**src/rtl/thresholding_cfg_ctrl_if.sv**
```systemverilog
// ----------------------------------------------------------------------------
// thresholding_cfg_ctrl_if: stream, host and cfg bus bundle.  Rev 1.0
// ----------------------------------------------------------------------------
`default_nettype none

interface thresholding_cfg_ctrl_if #(
   parameter int K  = 16,
   parameter int AW = 7
);
   logic          s_vld;
   logic          s_rdy;
   logic [K-1:0]  s_dat;
   logic          hst_en;
   logic          hst_we;
   logic [AW-1:0] hst_a;
   logic [K-1:0]  hst_d;
   logic          hst_rdy;
   logic          hst_rack;
   logic [K-1:0]  hst_q;
   logic          cfg_en;
   logic          cfg_we;
   logic [AW-1:0] cfg_a;
   logic [K-1:0]  cfg_d;
   logic          cfg_rack;
   logic [K-1:0]  cfg_q;

   // slave: the sequencer's view; master: the surrounding system
   modport slave (
      input  s_vld, s_dat, hst_en, hst_we, hst_a, hst_d, cfg_rack, cfg_q,
      output s_rdy, hst_rdy, hst_rack, hst_q, cfg_en, cfg_we, cfg_a, cfg_d
   );
   modport master (
      output s_vld, s_dat, hst_en, hst_we, hst_a, hst_d, cfg_rack, cfg_q,
      input  s_rdy, hst_rdy, hst_rack, hst_q, cfg_en, cfg_we, cfg_a, cfg_d
   );
endinterface

`default_nettype wire

```
**src/rtl/thresholding_cfg_ctrl.sv**
```systemverilog
// ----------------------------------------------------------------------------
// thresholding_cfg_ctrl: bulk threshold load, readback verify, host arbitration.
// Rev 1.0
// ----------------------------------------------------------------------------
`default_nettype none

module thresholding_cfg_ctrl #(
   parameter int N      = 4,
   parameter int K      = 16,
   parameter int C      = 8,
   parameter int PE     = 2,
   parameter int VERIFY = 1
) (
   input  logic clk,
   input  logic rst,
   input  logic start,
   output logic busy,
   output logic done,
   output logic err,
   thresholding_cfg_ctrl_if.slave bus
);
   localparam int CF  = C / PE;
   localparam int TN  = 2**N - 1;
   localparam int FW  = $clog2(CF);
   localparam int PW  = $clog2(PE);
   localparam int AW  = FW + PW + N;
   localparam int CW  = K + $clog2(C * 2**N);
   localparam int E   = C * TN;
   localparam int HW  = $clog2(N + 2);
   localparam int RW  = $clog2(E + 1);
   localparam int PCW = (PW > 0) ? PW : 1;
   localparam int FCW = (FW > 0) ? FW : 1;

   if (C % PE != 0) begin : g_cf_check
      $error("thresholding_cfg_ctrl: C must be a multiple of PE");
   end

   typedef enum logic [2:0] {
      S_IDLE  = 3'd0,
      S_LOAD  = 3'd1,
      S_RDBK  = 3'd2,
      S_DRAIN = 3'd3,
      S_DONE  = 3'd4
   } state_t;

   state_t          state_q, state_d;
   logic [N-1:0]    t_q, t_d;
   logic [PCW-1:0]  p_q, p_d;
   logic [FCW-1:0]  f_q, f_d;
   logic [HW-1:0]   ho_q, ho_d;
   logic [RW-1:0]   rack_cnt_q, rack_cnt_d;
   logic [CW-1:0]   cs_w_q, cs_w_d;
   logic [CW-1:0]   cs_r_q, cs_r_d;
   logic            err_q, err_d;
   logic            cfg_en_q, cfg_en_d;
   logic            cfg_we_q, cfg_we_d;
   logic [AW-1:0]   cfg_a_q, cfg_a_d;
   logic [K-1:0]    cfg_d_q, cfg_d_d;

   logic            start_take;
   logic            hst_take;
   logic            adv;
   logic            last_entry;
   logic [AW-1:0]   addr;

   // {f,p,t} packing built with shifts so a single-PE build still elaborates
   assign addr = (AW'(f_q) << (PW + N)) | (AW'(p_q) << N) | AW'(t_q);
   assign last_entry = (t_q == N'(TN - 1)) && (p_q == PCW'(PE - 1)) && (f_q == FCW'(CF - 1));

   assign start_take = (state_q == S_IDLE) && start && (ho_q == '0);
   assign hst_take   = bus.hst_en && (state_q == S_IDLE) && !start_take;

   assign busy         = (state_q != S_IDLE);
   assign done         = (state_q == S_DONE);
   assign err          = err_q;
   assign bus.s_rdy    = (state_q == S_LOAD);
   assign bus.hst_rdy  = hst_take;
   assign bus.hst_rack = bus.cfg_rack && (state_q == S_IDLE);
   assign bus.hst_q    = bus.cfg_q;
   assign bus.cfg_en   = cfg_en_q;
   assign bus.cfg_we   = cfg_we_q;
   assign bus.cfg_a    = cfg_a_q;
   assign bus.cfg_d    = cfg_d_q;

   always_comb begin
      state_d    = state_q;
      err_d      = err_q;
      cs_w_d     = cs_w_q;
      cs_r_d     = cs_r_q;
      ho_d       = ho_q;
      rack_cnt_d = rack_cnt_q;
      cfg_en_d   = 1'b0;
      cfg_we_d   = 1'b0;
      cfg_a_d    = cfg_a_q;
      cfg_d_d    = cfg_d_q;
      adv        = 1'b0;

      if (state_q == S_IDLE) begin
         if (hst_take && !bus.hst_we && !bus.cfg_rack) begin
            ho_d = ho_q + HW'(1);
         end else if (!(hst_take && !bus.hst_we) && bus.cfg_rack && (ho_q != '0)) begin
            ho_d = ho_q - HW'(1);
         end
      end

      // readback during verify is consumed here rather than passed to the host
      if (((state_q == S_RDBK) || (state_q == S_DRAIN)) && bus.cfg_rack) begin
         rack_cnt_d = rack_cnt_q + RW'(1);
         cs_r_d     = cs_r_q + CW'(bus.cfg_q);
      end

      case (state_q)
         S_IDLE: begin
            if (start_take) begin
               state_d    = S_LOAD;
               err_d      = 1'b0;
               cs_w_d     = '0;
               cs_r_d     = '0;
               rack_cnt_d = '0;
            end else if (hst_take) begin
               cfg_en_d = 1'b1;
               cfg_we_d = bus.hst_we;
               cfg_a_d  = bus.hst_a;
               cfg_d_d  = bus.hst_d;
            end
         end
         S_LOAD: begin
            if (bus.s_vld) begin
               cfg_en_d = 1'b1;
               cfg_we_d = 1'b1;
               cfg_a_d  = addr;
               cfg_d_d  = bus.s_dat;
               cs_w_d   = cs_w_q + CW'(bus.s_dat);
               adv      = 1'b1;
               if (last_entry) begin
                  state_d = (VERIFY != 0) ? S_RDBK : S_DONE;
               end
            end
         end
         S_RDBK: begin
            cfg_en_d = 1'b1;
            cfg_a_d  = addr;
            adv      = 1'b1;
            if (last_entry) begin
               state_d = S_DRAIN;
            end
         end
         S_DRAIN: begin
            if (rack_cnt_q == RW'(E)) begin
               state_d = S_DONE;
               err_d   = (cs_w_q != cs_r_q);
            end
         end
         S_DONE: begin
            state_d = S_IDLE;
         end
         default: begin
            state_d = S_IDLE;
         end
      endcase
   end

   // t is the fastest index, then p, then f; a full pass returns all to zero
   always_comb begin
      t_d = t_q;
      p_d = p_q;
      f_d = f_q;
      if (adv) begin
         if (t_q == N'(TN - 1)) begin
            t_d = '0;
            if (p_q == PCW'(PE - 1)) begin
               p_d = '0;
               f_d = (f_q == FCW'(CF - 1)) ? '0 : f_q + FCW'(1);
            end else begin
               p_d = p_q + PCW'(1);
            end
         end else begin
            t_d = t_q + N'(1);
         end
      end
   end

   always_ff @(posedge clk) begin
      if (rst) begin
         state_q    <= S_IDLE;
         t_q        <= '0;
         p_q        <= '0;
         f_q        <= '0;
         ho_q       <= '0;
         rack_cnt_q <= '0;
         cs_w_q     <= '0;
         cs_r_q     <= '0;
         err_q      <= 1'b0;
         cfg_en_q   <= 1'b0;
         cfg_we_q   <= 1'b0;
         cfg_a_q    <= '0;
         cfg_d_q    <= '0;
      end else begin
         state_q    <= state_d;
         t_q        <= t_d;
         p_q        <= p_d;
         f_q        <= f_d;
         ho_q       <= ho_d;
         rack_cnt_q <= rack_cnt_d;
         cs_w_q     <= cs_w_d;
         cs_r_q     <= cs_r_d;
         err_q      <= err_d;
         cfg_en_q   <= cfg_en_d;
         cfg_we_q   <= cfg_we_d;
         cfg_a_q    <= cfg_a_d;
         cfg_d_q    <= cfg_d_d;
      end
   end
endmodule

`default_nettype wire
```
**src/flat_wrapper.sv**
```systemverilog
// flat-port wrapper written by rule: the top's interface ports become plain ports
module thresholding_cfg_ctrl_flat 
#(
   parameter int N      = 4,
   parameter int K      = 16,
   parameter int C      = 8,
   parameter int PE     = 2,
   parameter int VERIFY = 1
)
  (clk, rst, start, busy, done, err, bus_s_vld, bus_s_dat, bus_hst_en, bus_hst_we, bus_hst_a, bus_hst_d, bus_cfg_rack, bus_cfg_q, bus_s_rdy, bus_hst_rdy, bus_hst_rack, bus_hst_q, bus_cfg_en, bus_cfg_we, bus_cfg_a, bus_cfg_d);
  thresholding_cfg_ctrl_if #(.K(K)) bus_i ();
  input  logic clk;
  input  logic rst;
  input  logic start;
  output logic busy;
  output logic done;
  output logic err;
  input wire logic [$bits(bus_i.s_vld)-1:0] bus_s_vld;
  input wire logic [$bits(bus_i.s_dat)-1:0] bus_s_dat;
  input wire logic [$bits(bus_i.hst_en)-1:0] bus_hst_en;
  input wire logic [$bits(bus_i.hst_we)-1:0] bus_hst_we;
  input wire logic [$bits(bus_i.hst_a)-1:0] bus_hst_a;
  input wire logic [$bits(bus_i.hst_d)-1:0] bus_hst_d;
  input wire logic [$bits(bus_i.cfg_rack)-1:0] bus_cfg_rack;
  input wire logic [$bits(bus_i.cfg_q)-1:0] bus_cfg_q;
  output wire logic [$bits(bus_i.s_rdy)-1:0] bus_s_rdy;
  output wire logic [$bits(bus_i.hst_rdy)-1:0] bus_hst_rdy;
  output wire logic [$bits(bus_i.hst_rack)-1:0] bus_hst_rack;
  output wire logic [$bits(bus_i.hst_q)-1:0] bus_hst_q;
  output wire logic [$bits(bus_i.cfg_en)-1:0] bus_cfg_en;
  output wire logic [$bits(bus_i.cfg_we)-1:0] bus_cfg_we;
  output wire logic [$bits(bus_i.cfg_a)-1:0] bus_cfg_a;
  output wire logic [$bits(bus_i.cfg_d)-1:0] bus_cfg_d;
  assign bus_i.s_vld = bus_s_vld;
  assign bus_i.s_dat = bus_s_dat;
  assign bus_i.hst_en = bus_hst_en;
  assign bus_i.hst_we = bus_hst_we;
  assign bus_i.hst_a = bus_hst_a;
  assign bus_i.hst_d = bus_hst_d;
  assign bus_i.cfg_rack = bus_cfg_rack;
  assign bus_i.cfg_q = bus_cfg_q;
  assign bus_s_rdy = bus_i.s_rdy;
  assign bus_hst_rdy = bus_i.hst_rdy;
  assign bus_hst_rack = bus_i.hst_rack;
  assign bus_hst_q = bus_i.hst_q;
  assign bus_cfg_en = bus_i.cfg_en;
  assign bus_cfg_we = bus_i.cfg_we;
  assign bus_cfg_a = bus_i.cfg_a;
  assign bus_cfg_d = bus_i.cfg_d;
  thresholding_cfg_ctrl #(.N(N), .K(K), .C(C), .PE(PE), .VERIFY(VERIFY)) u_core (.clk(clk), .rst(rst), .start(start), .busy(busy), .done(done), .err(err), .bus(bus_i));
endmodule
```
**config.mk**
```make
export PLATFORM = sky130hd
export DESIGN_NAME = thresholding_cfg_ctrl_flat
export DESIGN_NICKNAME = d
export VERILOG_FILES = /design/src/rtl/thresholding_cfg_ctrl_if.sv /design/src/rtl/thresholding_cfg_ctrl.sv /design/src/flat_wrapper.sv
export SDC_FILE = /design/constraint.sdc
export NUM_CORES = 1
export LEC_CHECK = 0
export CAP_MARGIN = 0
export CORE_MARGIN = 4
export CORE_UTILIZATION = 57
export DETAILED_ROUTE_END_ITERATION = 7
export PLACE_DENSITY_LB_ADDON = 0.12
export SLEW_MARGIN = 5
export SYNTH_ARGS = -nofsm -noshare
export SYNTH_HDL_FRONTEND = slang
export SYNTH_SLANG_ARGS = --single-unit
```
**constraint.sdc**
```tcl
create_clock -name clk -period 7.1 [get_ports clk]
set_clock_uncertainty 0.1 [all_clocks]
set_input_delay 0.71 -clock clk [delete_from_list [all_inputs] [get_ports clk]]
set_output_delay 0.71 -clock clk [all_outputs]
set_load 0.05 [all_outputs]
```
Yosys cells after proc, flatten, opt, wreduce, memory -nomap -nowiden
Cells that the tools add are included.

Add/sub/neg operators: 8. Equal/unequal tests: 15. Multiplexer cells: 39. Bitwise operators: 2. Reduce and logical (&&, ||, !) cells: 33.

Operators with widths (count): $mux W23 (5); $mux W16 (3); $add A23 B16 Y23 (2); $pmux W23 S2 (1); $mux W7 (6); $pmux W16 S2 (1); $ne A23 B23 Y1 (1); $mux W3 (7); $pmux W7 S3 (1); $logic_and A1 B1 Y1 (12); $pmux W3 S4 (1); $reduce_and A3 Y1 (3); $reduce_bool A3 Y1 (3); $mux W1 (8); $ne A2 B1 Y1 const B (4); $reduce_and A4 Y1 (2); $add A7 B1 Y7 const B (1); $eq A7 B7 Y1 const B (1); $or A7 B4 Y7 (1); $or A7 B5 Y7 (1); $eq A3 B2 Y1 const B (2); $logic_not A3 Y1 (2); $ne A2 B2 Y1 const B (3); $pmux W1 S2 (3); other kinds (17) (23).

Bits in registers: 92. Input port bits: 62. Output and inout bits: 47.

Depth between registers and ports, before layout
Gate-level depths: netlist (run 1).

Depth in word-level cells: 11. Gate-level depth with buffers: 10. Depth with buffers taken out: 10.

Worst setup path after synthesis (run 1)
OpenSTA, ideal clock, no wires.

Path kind: input port to flip-flop. From: input bus_cfg_q[0]. To: register u_core.cs_r_q[14]. Library setup time: 0.119 ns. Data arrival time: 2.639 ns. Data required time: 6.881 ns. Setup slack: 4.242 ns. Stages: 9. Path buffers: 0. Cells stage by stage: ha_1 > fa_1 > a21oi_1 > o21ai_0 > a221oi_1 > o311ai_0 > xor2_1 > nand2_1 > a21oi_1.

Longest elaborated chain between the ends: 4.

RTL lines: start, declared (line flat_wrapper.sv:25) `input wire logic [$bits(bus_i.cfg_q)-1:0] bus_cfg_q;`; $add A23 B16 Y23 * (line thresholding_cfg_ctrl.sv:109) `cs_r_d = cs_r_q + CW'(bus.cfg_q);`; $mux W23 * (line thresholding_cfg_ctrl.sv:107) `if (((state_q == S_RDBK) || (state_q == S_DRAIN)) && bus.cfg_rack) begin`; $mux W23 (line thresholding_cfg_ctrl.sv:114) `if (start_take) begin`; $mux W23 * (line thresholding_cfg_ctrl.sv:112) `case (state_q)`; end signal, assigned (line thresholding_cfg_ctrl.sv:206) `cs_r_q <= cs_r_d;`; end, declared (line thresholding_cfg_ctrl.sv:53) `logic [CW-1:0] cs_r_q, cs_r_d;`.

Every way passes the cells marked *; elsewhere a longest branch is shown, timed or not. A chain may end at the register's enable or synchronous reset.

Worst setup path in the final report (run 1)
From: input start. To: output bus_hst_rdy.

Longest elaborated chain between the ends: 4.

RTL lines: start, declared (line flat_wrapper.sv:14) `input logic start;`; $logic_and A1 B1 Y1 (2 in a row) (line thresholding_cfg_ctrl.sv:70) `assign start_take = (state_q == S_IDLE) && start && (ho_q == '0);`; $logic_not A1 Y1 (line thresholding_cfg_ctrl.sv:71) `assign hst_take = bus.hst_en && (state_q == S_IDLE) && !start_take;`; $logic_and A1 B1 Y1 (line thresholding_cfg_ctrl.sv:71); end, declared (line flat_wrapper.sv:27) `output wire logic [$bits(bus_i.hst_rdy)-1:0] bus_hst_rdy;`.

No other way between the ends.

==> results of run 1 <==
## Yosys cell counts, types with 8 or more instances
library cell | instances | area (um2)
sky130_fd_sc_hd__a21o_1 | 9 | 67.6
sky130_fd_sc_hd__nand3_1 | 19 | 95.1
sky130_fd_sc_hd__a211oi_1 | 26 | 195
sky130_fd_sc_hd__nand4_1 | 8 | 50.1
sky130_fd_sc_hd__mux2i_1 | 30 | 300
sky130_fd_sc_hd__and3_1 | 8 | 50.1
sky130_fd_sc_hd__xnor2_1 | 30 | 263
sky130_fd_sc_hd__nand2b_1 | 9 | 56.3
sky130_fd_sc_hd__a31oi_1 | 11 | 68.8
sky130_fd_sc_hd__nand2_1 | 65 | 244
sky130_fd_sc_hd__nor3_1 | 12 | 60.1
sky130_fd_sc_hd__inv_1 | 18 | 67.6
sky130_fd_sc_hd__clkbuf_1 | 23 | 86.3
sky130_fd_sc_hd__xor2_1 | 36 | 315
sky130_fd_sc_hd__ha_1 | 35 | 438
sky130_fd_sc_hd__a21oi_1 | 51 | 255
sky130_fd_sc_hd__dfxtp_1 | 92 | 1840
sky130_fd_sc_hd__nor2_1 | 76 | 285
sky130_fd_sc_hd__o21ai_0 | 17 | 85.1
sky130_fd_sc_hd__buf_4 | 16 | 120
## area by class of cell
| cell class | count | area (um2) | share of cell area |
|---|---|---|---|
| repair buffers | 112 | 1110 | 0.156 |
| multi-input cells | 545 | 3710 | 0.523 |
| clock inverters | 6 | 65.1 | 0.00918 |
| flip-flops and latches | 92 | 1840 | 0.260 |
| inverters | 19 | 71.3 | 0.0101 |
| clock buffers | 10 | 128 | 0.0180 |
| well taps | 133 | 166 | 0.0235 |
## per-stage QoR
stage / setup WS (ns) / instance area [um2] / instances / hold slack (ns) / total power [mW]
floorplan: 4.24 / 5910 / 705 / 0.357 / 1.62
global placement: 3.53 / 6900 / 901 / 0.369 / 1.90
detailed placement: 3.42 / 6900 / 901 / 0.389 / 1.94
CTS: 3.56 / 7090 / 917 / 0.402 / 2.29
global route: 3.47 / 7090 / 917 / 0.428 / 2.42
finish: 3.55 / 7090 / 917 / 0.400 / 2.29
## worst reg2reg max path, stage by stage, from the launching register on
cell and delay [ns]:
sky130_fd_sc_hd__dfxtp_1 0.37, sky130_fd_sc_hd__ha_1 0.23, sky130_fd_sc_hd__fa_1 0.42, sky130_fd_sc_hd__a21oi_1 0.21, sky130_fd_sc_hd__o21ai_0 0.13, sky130_fd_sc_hd__a221oi_1 0.66, sky130_fd_sc_hd__o311ai_0 0.29, sky130_fd_sc_hd__xor2_1 0.18
sky130_fd_sc_hd__nand2_1 0.07, sky130_fd_sc_hd__a21oi_1 0.17
## path summary, 6_finish.rpt
kind	startpoint	endpoint	slack [ns]
setup / recovery	start	bus_hst_rdy	3.55
hold reg to reg	u_core.bus.cfg_d[12]	u_core.bus.cfg_d[12]	0.40
hold / removal	u_core.bus.cfg_d[12]	u_core.bus.cfg_d[12]	0.40
setup reg to reg	u_core.cs_r_q[0]	u_core.cs_r_q[14]	4.20
## flip-flops by register name, summed over array words and instances, names as in the netlist
register,count
u_core.t_q,4
u_core.cs_r_q,23
u_core.bus.cfg_en,1
u_core.cs_w_q,23
u_core.err,1
u_core.bus.cfg_d,16
u_core.state_q,3
u_core.bus.cfg_a,7
u_core.p_q,1
u_core.rack_cnt_q,7
u_core.ho_q,3
u_core.bus.cfg_we,1
u_core.f_q,2
## power by group through the flow
stage          clock, mW  sequential, mW  combinational [mW]
5_1_grt            0.375           0.722                1.33
2_1_floorplan          0           0.900               0.717
3_5_place_dp           0           0.719                1.22
4_1_cts            0.358           0.707                1.23
6_report           0.351           0.709                1.23
3_3_place_gp           0           0.714                1.19
## kinds of logic (layout without fill, tap and decap cells)
group	after synthesis	count (layout)	synth area share
AND/OR/NAND/NOR	244	244	0.205
multiplexers	30	30	0.0508
adder cells (fa/ha/maj)	38	38	0.0843
buffers and inverters	68	147	0.0616
AO/OA/AOI/OAI	167	167	0.189
XOR/XNOR	66	66	0.0979
flip-flops	92	92	0.312
## routing by layer
| layer | part of all wire | wire [um] |
|---|---|---|
| met1 | 0.45 | 6730 |
| met2 | 0.46 | 6770 |
| met3 | 0.065 | 973 |
| met4 | 0.026 | 392 |
| met5 | 0 | 0 |
==> implementation parameters, run 1 <==
Parameter                              Value

Floorplanning
  Total Die Area ... 0.0121 mm2
  Row count ... 36
  Die W ... 110 um
  Core region area ... 0.00995 mm2
  IO Pins ... 109
  Initial core utilization ... 0.593
  Overall die height ... 110 um

Power
  Net load switching power ... 1.06 mW
  Internal power contribution ... 1.24 mW
  Portion of total power attributed to the clock network ... 0.153
  Leakage Power ... 2.86 nW
  Power share of the combinational group ... 0.537
  VDD IR-drop max ... 0.000198 V
  Pwr dens ... 323 mW/mm2
  Sequential fraction of design power ... 0.310
  Switching fraction of total power ... 0.461

Global routing
  Antenna violations before repair ... 0
  Met1 capacity usage during global routing ... 0.316
  Grt met2 use ... 0.402
  Global-route wire length before repair ... 23,400 um
  Gr ovfl total ... 0
  Met3 capacity usage during global routing ... 0.0317
  Via count of the first global-routing pass ... 5,113
  Maximum number of pins on one net before global-route repair ... 56
  Overall Global Routing Usage ... 0.243
  Most used routing layer in global routing ... met2

Logic synthesis
  Mapped Area ... 0.00591 mm2
  Count of flip-flops with a built-in enable after synthesis ... 0
  Post-synthesis average cell area ... 8.38 um2
  Async set or reset register ratio after synthesis ... 0
  Flop and latch count out of synthesis ... 92
  Flip-flop cell with the highest count after synthesis ... sky130_fd_sc_hd__dfxtp_1
  Gate count of the mapped netlist ... 705
  Number of distinct library cell variants in the gate-level netlist after synthesis ... 67
  Synthesized netlist net count ... 805
  Number of warnings reported in the yosys synthesis log ... 0
  Sequential area share after synthesis ... 0.312

Place
  Final weighted congestion of routability-driven global placement ... 0.947
  Quantity of I/O buffers inserted on ports ... 108
  Half-perimeter wire length after detailed placement ... 11,100 um

Timing
  Hold violation count in the final report ... 0
  Sum Neg Setup Slack ... 0 ns
  Max transition margin ... 0.307
  Number of setup violations in the final report ... 0
  Minimum clock period after layout ... 3.55 ns
  Post-route clock period utilization ... 0.500
  Final count of pins violating max slew ... 0
  Unrepaired setup endpoints after global routing ... false
  Worst Max-Slew Pin Slew ... 1.04 ns
  Timing-limited maximum frequency ... 282 MHz

Clocking
  Clock insertion delay at the later pin of the skew report ... 0.36 ns
  Maximum level of the CTS H-tree ... 3
  Library cell used as clock root buffer ... sky130_fd_sc_hd__clkbuf_8
  Cells resized by post-CTS repair ... 0
  Clock sinks ... 92
  Number of hold buffers added after CTS ... 0
  TritonCTS buffer count ... 9
  CTS tree ... built
  Number of buffers inserted by post-CTS setup repair ... 0
  CTS clk-pin slew, worst paths ... 0.08 ns
  Largest buffer count on any clock path ... 2

Setup path
  Worst path top cell family by delay ... buffers and inverters
  Slowest library cell on the worst path ... sky130_fd_sc_hd__clkdlybuf4s50_1
  Largest driver fanout on the critical path ... 6
  Largest incremental delay on the critical path ... 0.70 ns
  Reg2reg path depth ... 9
  CP Data Required Time ... 6.29 ns
  Sequence of cells on the critical path ... clkdlybuf4s50_1 -> or4b_1 -> nand3_1 -> inv_1 -> clkdlybuf4s50_1
  CP Class ... in2out
  Worst path buffer plus inverter count ... 3
  Crit path launch type ... input pin
  Worst path most repeated cell ... sky130_fd_sc_hd__clkdlybuf4s50_1
  Levels on crit path ... 5
  Worst endpoint data arrival time ... 2.74 ns
  CP Capture Type ... output port

Worst hold path
  Worst hold path cell count ... 2
  Class of the tightest hold or removal check ... reg2reg

Drt
  Detailed-route wire length per cell ... 16.2 um
  Number of violations reported at the end of detailed-routing iteration 0 ... 264
  Antenna viol nets, final ... 0
  Post-detailed-route DRC marker count ... 0
  Length of the first detailed-routing pass in iterations ... 5
  Number of vias after detailed routing ... 5,383
  Via/cell ratio ... 5.87
  Total Routed Length ... 14,900 um

Cells and area
  Proportion of layout cells with a drive suffix above 1 ... 0.0459
  Fin util ... 0.712
  Commonest non-fill, non-tap cells in the layout ... sky130_fd_sc_hd__clkdlybuf4s50_1 (107), sky130_fd_sc_hd__dfxtp_1 (92), sky130_fd_sc_hd__nor2_1 (76)
  Net count reported at finish ... 879
  Area Growth Syn to Fin ... 20.0%
  # diodes ... 0
  FILL cells ... 776
  Commonest non-fill, non-tap cell in the layout ... sky130_fd_sc_hd__clkdlybuf4s50_1

Status
  Status ... complete, no violations

Flow run
  Max-capacitance violation count ... 0
Note: power is estimated with default switching activity, not from simulation.
==> run 2: changes to the inputs <==
- CORE_UTILIZATION: 57 -> 53
- clock period: 7.1 -> 3.5 ns (I/O delays scaled with it)
==> run 2 against run 1 <==
Register-to-register slack worse by 3.6 ns. Global-route usage is 0.18 points lower. Power is 110% higher. Critical endpoint is now u_core.cs_w_q[20]. Highest routed layer unchanged. Flip-flop and latch count stayed put. Via count is 0.46% higher. Worst setup slack worse by 2.9 ns. Combinational power is 100% higher. Utilization is 5.3 points lower. Design area is 1.2% higher. Cell count is 1.2% higher. Worst hold slack worse by 0.15 ns.
==> implementation parameters, run 2 (synthesized netlist as in run 1, its figures left out) <==
Parameter                              Value

Place
  Placement Setup Slack ... 0.236 ns (-3.18 ns)
  Quantity of I/O buffers inserted on ports ... 108 (unchanged)
  Final weighted congestion of routability-driven global placement ... 0.921 (-2.7%)
  Area of placed instances ... 0.00695 mm2 (+0.74%)
  Half-perimeter wire length after detailed placement ... 11,500 um (+3.6%)

Flow run
  Max-capacitance violation count ... 0 (unchanged)

Setup path
  Worst endpoint data arrival time ... 3.06 ns (+0.32 ns)
  CP Data Required Time ... 3.67 ns (-2.62 ns)
  Minimum setup slack among reg-to-reg paths ... 0.61 ns (-3.59 ns)
  Crit path launch type ... input pin
  CP Class ... in2reg
  Capture instance of the worst register-to-register path ... u_core.cs_w_q[20]
  CP Capture Type ... register
  R2r startpoint ... u_core.cs_w_q[0]
  Largest driver fanout on the critical path ... 4 (-2)
  Reg2reg path depth ... 10 (+1)

Power
  Leakage Power ... 2.90 nW (+1.5%)
  VDD IR-drop max ... 0.000603 V (+200%)
  Sequential fraction of design power ... 0.302 (-0.008)
  Switching fraction of total power ... 0.455 (-0.00539)
  Power share of the combinational group ... 0.528 (-0.009)
  Internal power contribution ... 2.60 mW (+110%)
  Pwr dens ... 666 mW/mm2 (+110%)
  Portion of total power attributed to the clock network ... 0.170 (+0.017)
  Net load switching power ... 2.17 mW (+110%)

Global routing
  Via count of the first global-routing pass ... 5,268 (+3.0%)
  Gr ovfl total ... 0 (unchanged)
  Overall Global Routing Usage ... 0.241 (-0.00179)
  Maximum number of pins on one net before global-route repair ... 40 (-29%)
  Global-route wire length before repair ... 25,400 um (+8.6%)
  Antenna violations before repair ... 0 (unchanged)

Floorplanning
  Initial core utilization ... 0.543 (-0.0509)
  Row count ... 38 (+5.6%)
  Core region area ... 0.0109 mm2 (+9.4%)
  IO Pins ... 109 (unchanged)
  Overall die height ... 114 um (+3.4%)
  Total Die Area ... 0.0129 mm2 (+7.0%)
  Die W ... 114 um (+3.4%)

Cells and area
  Commonest non-fill, non-tap cells in the layout ... sky130_fd_sc_hd__clkdlybuf4s50_1 (107), sky130_fd_sc_hd__dfxtp_1 (92), sky130_fd_sc_hd__nor2_1 (76)
  Proportion of layout cells with a drive suffix above 1 ... 0.0520 (+0.00611)
  Fin util ... 0.659 (-0.0535)
  Area Growth Syn to Fin ... 21.4%
  Design area ... 0.00717 mm2 (+1.2%)
  Net count reported at finish ... 883 (+0.46%)
  FILL cells ... 935 (+20%)
  Commonest non-fill, non-tap cell in the layout ... sky130_fd_sc_hd__clkdlybuf4s50_1
  # diodes ... 0 (unchanged)

Worst hold path
  Worst hold path cell count ... 2 (unchanged)
  Launch point of the worst hold path ... rst
  Hold path endpoint ... u_core.f_q[1]
  Class of the tightest hold or removal check ... in2reg

Clocking
  Largest buffer count on any clock path ... 2 (unchanged)
  Maximum level of the CTS H-tree ... 3 (unchanged)
  TritonCTS buffer count ... 9 (unchanged)
  CTS tree ... built
  Number of hold buffers added after CTS ... 0 (unchanged)
  Cells resized by post-CTS repair ... 0 (unchanged)
  Clock sinks ... 92 (unchanged)
  CTS clk-pin slew, worst paths ... 0.10 ns (+0.02 ns)
  Clock insertion delay at the later pin of the skew report ... 0.38 ns (+0.02 ns)
  Library cell used as clock root buffer ... sky130_fd_sc_hd__clkbuf_8
  Number of buffers inserted by post-CTS setup repair ... 0 (unchanged)

Drt
  Post-detailed-route DRC marker count ... 0 (unchanged)
  Detailed-route wire length per cell ... 16.7 um (+3.0%)
  Via/cell ratio ... 5.83 (-0.73%)
  Length of the first detailed-routing pass in iterations ... 5 (unchanged)
  Number of vias after detailed routing ... 5,408 (+0.46%)
  Total Routed Length ... 15,500 um (+4.2%)
  Antenna viol nets, final ... 0 (unchanged)
  Number of violations reported at the end of detailed-routing iteration 0 ... 278 (+5.3%)

Timing
  Unrepaired setup endpoints after global routing ... false
  Sum Neg Setup Slack ... 0 ns (unchanged)
  Post-route clock period utilization ... 0.825
  Final count of pins violating max slew ... 0 (unchanged)
  Crit path setup slack, layout ... 0.611 ns (-2.94 ns)
  Number of setup violations in the final report ... 0 (unchanged)
  Hold violation count in the final report ... 0 (unchanged)
  Worst Max-Slew Pin Slew ... 1.05 ns (+0.0128 ns)
  Post-route worst hold slack ... 0.251 ns (-0.150 ns)
  Max transition margin ... 0.298 (-0.00860)
  Minimum clock period after layout ... 2.89 ns
  Timing-limited maximum frequency ... 346 MHz

Status
  Status ... complete, no violations
-- run 2: changes by cell type in the layout (fill, tap and decap cells not counted), sizes merged --
cell	change
inv	+1
clkbuf	-1
buf	+4
bufinv	+1
clkinvlp	-1
-- run 2: metal layers --
| layer | GRT usage | wire length (um) | up-vias | part of all wire |
|---|---|---|---|---|
| met3 | 0.0334 | 971 | 39 | 0.063 |
| met4 | 0.106 | 482 | 0 | 0.031 |
| li1 | - | - | 2678 | - |
| met5 | 0 | 0 | - | 0 |
| met1 | 0.321 | 7060 | 2503 | 0.46 |
| met2 | 0.390 | 6970 | 188 | 0.45 |
-- run 2: worst max path at each step --
| stage | startpoint | end | slack, ns | depth (start not counted) |
|---|---|---|---|---|
| floorplan | bus_cfg_q[0] | u_core.cs_r_q[14] | 1.00 | 9 |
| CTS | u_core.ho_q[2] | bus_hst_rdy | 0.63 | 4 |
| finish | bus_s_dat[0] | u_core.cs_w_q[20] | 0.61 | 11 |
| global placement | bus_s_dat[0] | u_core.cs_w_q[20] | 0.36 | 11 |
| global route | bus_s_dat[0] | u_core.cs_w_q[20] | 0.41 | 11 |
| detailed placement | bus_s_dat[0] | u_core.cs_w_q[20] | 0.24 | 11 |
-- run 2: layout make-up --
class	instances	area, um2	area share
Multi-Input combinational cell	545	3710	0.517
Sequential cell	92	1840	0.257
Timing Repair Buffer	116	1150	0.160
Tap cell	140	175	0.0244
Clock buffer	9	124	0.0173
Clock inverter	7	100	0.0140
Inverter	19	71.3	0.00994
-- run 2: power by group through the flow --
stage,sequential (mW),clock [mW],combinational (mW)
detailed placement,1.46,0,2.50
floorplan,1.82,0,1.46
finish,1.44,0.812,2.52
global route,1.47,0.866,2.73
CTS,1.44,0.824,2.52
global placement,1.45,0,2.47
-- run 2: worst max-delay path: stages --
cell and delay [ns]:
sky130_fd_sc_hd__clkdlybuf4s50_1 0.49, sky130_fd_sc_hd__ha_1 0.21, sky130_fd_sc_hd__inv_1 0.07, sky130_fd_sc_hd__fa_1 0.38, sky130_fd_sc_hd__nand2b_1 0.19, sky130_fd_sc_hd__a21oi_1 0.35, sky130_fd_sc_hd__o21ai_2 0.12, sky130_fd_sc_hd__a21oi_1 0.27
sky130_fd_sc_hd__nor4b_1 0.38, sky130_fd_sc_hd__xnor2_1 0.17, sky130_fd_sc_hd__nor2_1 0.06
-- run 2: stage by stage --
| stage | power [mW] | cells |
|---|---|---|
| 2_1_floorplan | 3.28 | 705 |
| 3_3_place_gp | 3.92 | 912 |
| 3_5_place_dp | 3.97 | 912 |
| 4_1_cts | 4.78 | 928 |
| 5_1_grt | 5.07 | 928 |
| 6_report | 4.77 | 928 |
==> run 3: changes to the inputs <==
- clock period: 3.5 -> 2.7 ns (I/O delays scaled with it)
==> run 3 against run 2 <==
Largest power group unchanged. Highest routed layer unchanged. Flip-flop and latch count is the same. Design area rose by 5.4%. Die area unchanged. Largest cell class unchanged. First-iteration DRC count rose by 23%. Power is 36% higher. Sequential share of layout area decreased by 1.3 points.
==> implementation parameters, run 3 (synthesized netlist as in run 1, its figures left out) <==
Parameter                              Value

Setup path
  Slowest library cell on the worst path ... sky130_fd_sc_hd__dfxtp_1
  CP Data Required Time ... 2.87 ns (-0.80 ns)
  Crit path launch type ... register
  Sequence of cells on the critical path ... ha_1 -> fa_2 -> a21oi_2 -> o21ai_0 -> a221oi_1 -> buf_4 -> a22o_1 -> nor4_1 -> xnor2_1 -> nor2_1
  CP Class ... reg2reg
  CP Capture Type ... register
  Largest incremental delay on the critical path ... 0.42 ns (-0.07 ns)
  Worst endpoint data arrival time ... 2.70 ns (-0.36 ns)
  Largest driver fanout on the critical path ... 5 (+1)

Timing
  Minimum clock period after layout ... 2.53 ns
  Crit path setup slack, layout ... 0.169 ns (-0.443 ns)
  Hold violation count in the final report ... 0 (unchanged)
  Post-route worst hold slack ... 0.288 ns (+0.0372 ns)
  Timing-limited maximum frequency ... 395 MHz
  Max transition margin ... 0.558 (+0.259)
  Sum Neg Setup Slack ... 0 ns (unchanged)
  Number of setup violations in the final report ... 0 (unchanged)
  Unrepaired setup endpoints after global routing ... false
  Post-route clock period utilization ... 0.938
  Final count of pins violating max slew ... 0 (unchanged)
  Worst Max-Slew Pin Slew ... 0.661 ns (-0.387 ns)

Clocking
  Library cell used as clock root buffer ... sky130_fd_sc_hd__clkbuf_8
  Largest buffer count on any clock path ... 2 (unchanged)
  Number of buffers inserted by post-CTS setup repair ... 0 (unchanged)
  CTS tree ... built
  CTS clk-pin slew, worst paths ... 0.09 ns (about the same)
  TritonCTS buffer count ... 9 (unchanged)
  Clock sinks ... 92 (unchanged)
  Maximum level of the CTS H-tree ... 3 (unchanged)
  Clock insertion delay at the later pin of the skew report ... 0.37 ns (about the same)

Global routing
  Most used routing layer in global routing ... met2
  Met3 capacity usage during global routing ... 0.0355 (+0.00212)
  Via count of the first global-routing pass ... 5,467 (+3.8%)
  Antenna violations before repair ... 0 (unchanged)
  Met1 capacity usage during global routing ... 0.326 (+0.00460)
  Grt met2 use ... 0.403 (+0.0130)
  Maximum number of pins on one net before global-route repair ... 34 (-15%)
  Overall Global Routing Usage ... 0.245 (+0.00381)
  Global-route wire length before repair ... 26,100 um (+2.4%)
  Gr ovfl total ... 0 (unchanged)

Floorplanning
  Die W ... 114 um (unchanged)
  Overall die height ... 114 um (unchanged)
  Core region area ... 0.0109 mm2 (unchanged)
  Initial core utilization ... 0.543 (unchanged)
  Row count ... 38 (unchanged)
  IO Pins ... 109 (unchanged)
  Total Die Area ... 0.0129 mm2 (unchanged)

Drt
  Number of vias after detailed routing ... 5,555 (+2.7%)
  Total Routed Length ... 15,500 um (about the same)
  Detailed-route wire length per cell ... 15.9 um (-4.4%)
  Post-detailed-route DRC marker count ... 0 (unchanged)
  Antenna viol nets, final ... 0 (unchanged)
  Number of violations reported at the end of detailed-routing iteration 0 ... 342 (+23%)
  Via/cell ratio ... 5.72 (-1.9%)
  Length of the first detailed-routing pass in iterations ... 5 (unchanged)

Place
  Placement Setup Slack ... -0.224 ns (-0.460 ns)
  Area of placed instances ... 0.00729 mm2 (+5.0%)
  Half-perimeter wire length after detailed placement ... 11,900 um (+3.5%)
  Final weighted congestion of routability-driven global placement ... 0.944 (+2.4%)
  Quantity of I/O buffers inserted on ports ... 108 (unchanged)
  Dpl cells ... 957 (+4.9%)

Cells and area
  # diodes ... 0 (unchanged)
  Layout Cells excl Fill ... 972 (+4.7%)
  Commonest non-fill, non-tap cells in the layout ... sky130_fd_sc_hd__clkdlybuf4s50_1 (105), sky130_fd_sc_hd__dfxtp_1 (92), sky130_fd_sc_hd__nor2_1 (76)
  FILL cells ... 889 (-4.9%)
  Fin util ... 0.694 (+0.0355)
  Design area ... 0.00756 mm2 (+5.4%)
  Proportion of layout cells with a drive suffix above 1 ... 0.111 (+0.0585)
  Commonest non-fill, non-tap cell in the layout ... sky130_fd_sc_hd__clkdlybuf4s50_1
  Net count reported at finish ... 928 (+5.1%)
  Area Growth Syn to Fin ... 28.0%

Worst hold path
  Class of the tightest hold or removal check ... in2reg

Power
  Sum of internal, switching and leakage power ... 6.50 mW (+36%)
  Pwr dens ... 860 mW/mm2 (+29%)
  Leakage Power ... 3.13 nW (+7.8%)
  VDD IR-drop max ... 0.000745 V (+24%)

Status
  Status ... complete, no violations

Flow run
  Max-capacitance violation count ... 0 (unchanged)
## run 3: cell types whose count changed in the layout (fill, tap and decap cells not counted), sizes merged
| cell | before | now |
|---|---|---|
| buf | 9 | 56 |
| clkbuf | 9 | 11 |
| inv | 20 | 19 |
| clkinv | 4 | 0 |
| bufinv | 2 | 3 |
| clkinvlp | 0 | 1 |
| clkdlybuf4s50 | 107 | 105 |
## run 3: worst max-delay path: cells and delay by family (launching register included)
kind	cells	cell delay, ns
and+or+nand+nor	2	0.41
AOI/OAI and AO/OA	4	0.69
buffers and inverters	1	0.17
adders and majority gates	2	0.48
xor gates and xnor gates	1	0.17
DFF	1	0.42
## run 3: power by group
| part | leakage [nW] | internal [mW] | switching (mW) |
|---|---|---|---|
| Sequential | 0.748 | 1.63 | 0.217 |
| Clock | 0.116 | 0.636 | 0.476 |
| Combinational | 2.26 | 1.42 | 2.13 |
## run 3: repair_timing
item	4_1_cts	5_1_grt
endpoints found under the setup margin	0	8
gates resized for setup	0	7
hold buffers	0	0
## run 3: area by class of cell
type                            count  area (um2)  share of cell area
Clock inverter                      4        97.6              0.0129
Inverter                           19        71.3             0.00944
Tap cell                          140         175              0.0232
Timing Repair Buffer              161        1490               0.198
Multi-Input combinational cell    545        3740               0.494
Clock buffer                       11         141              0.0187
Sequential cell                    92        1840               0.244
## run 3: per-layer routing
layer  vias up  part of all wire
li1       2754                 -
met5         -                 0
met1      2584              0.46
met3        26             0.062
met2       191              0.46
met4         0             0.021
## run 3: worst paths after layout
check,startpoint,to,slack [ns],cells past startpoint
setup / recovery,u_core.cs_r_q[0],u_core.cs_r_q[22],0.17,10
hold reg to reg,u_core.cs_r_q[8],u_core.cs_r_q[8],0.40,2
setup reg to reg,u_core.cs_r_q[0],u_core.cs_r_q[22],0.17,10
hold / removal,rst,u_core.bus.cfg_a[2],0.29,2
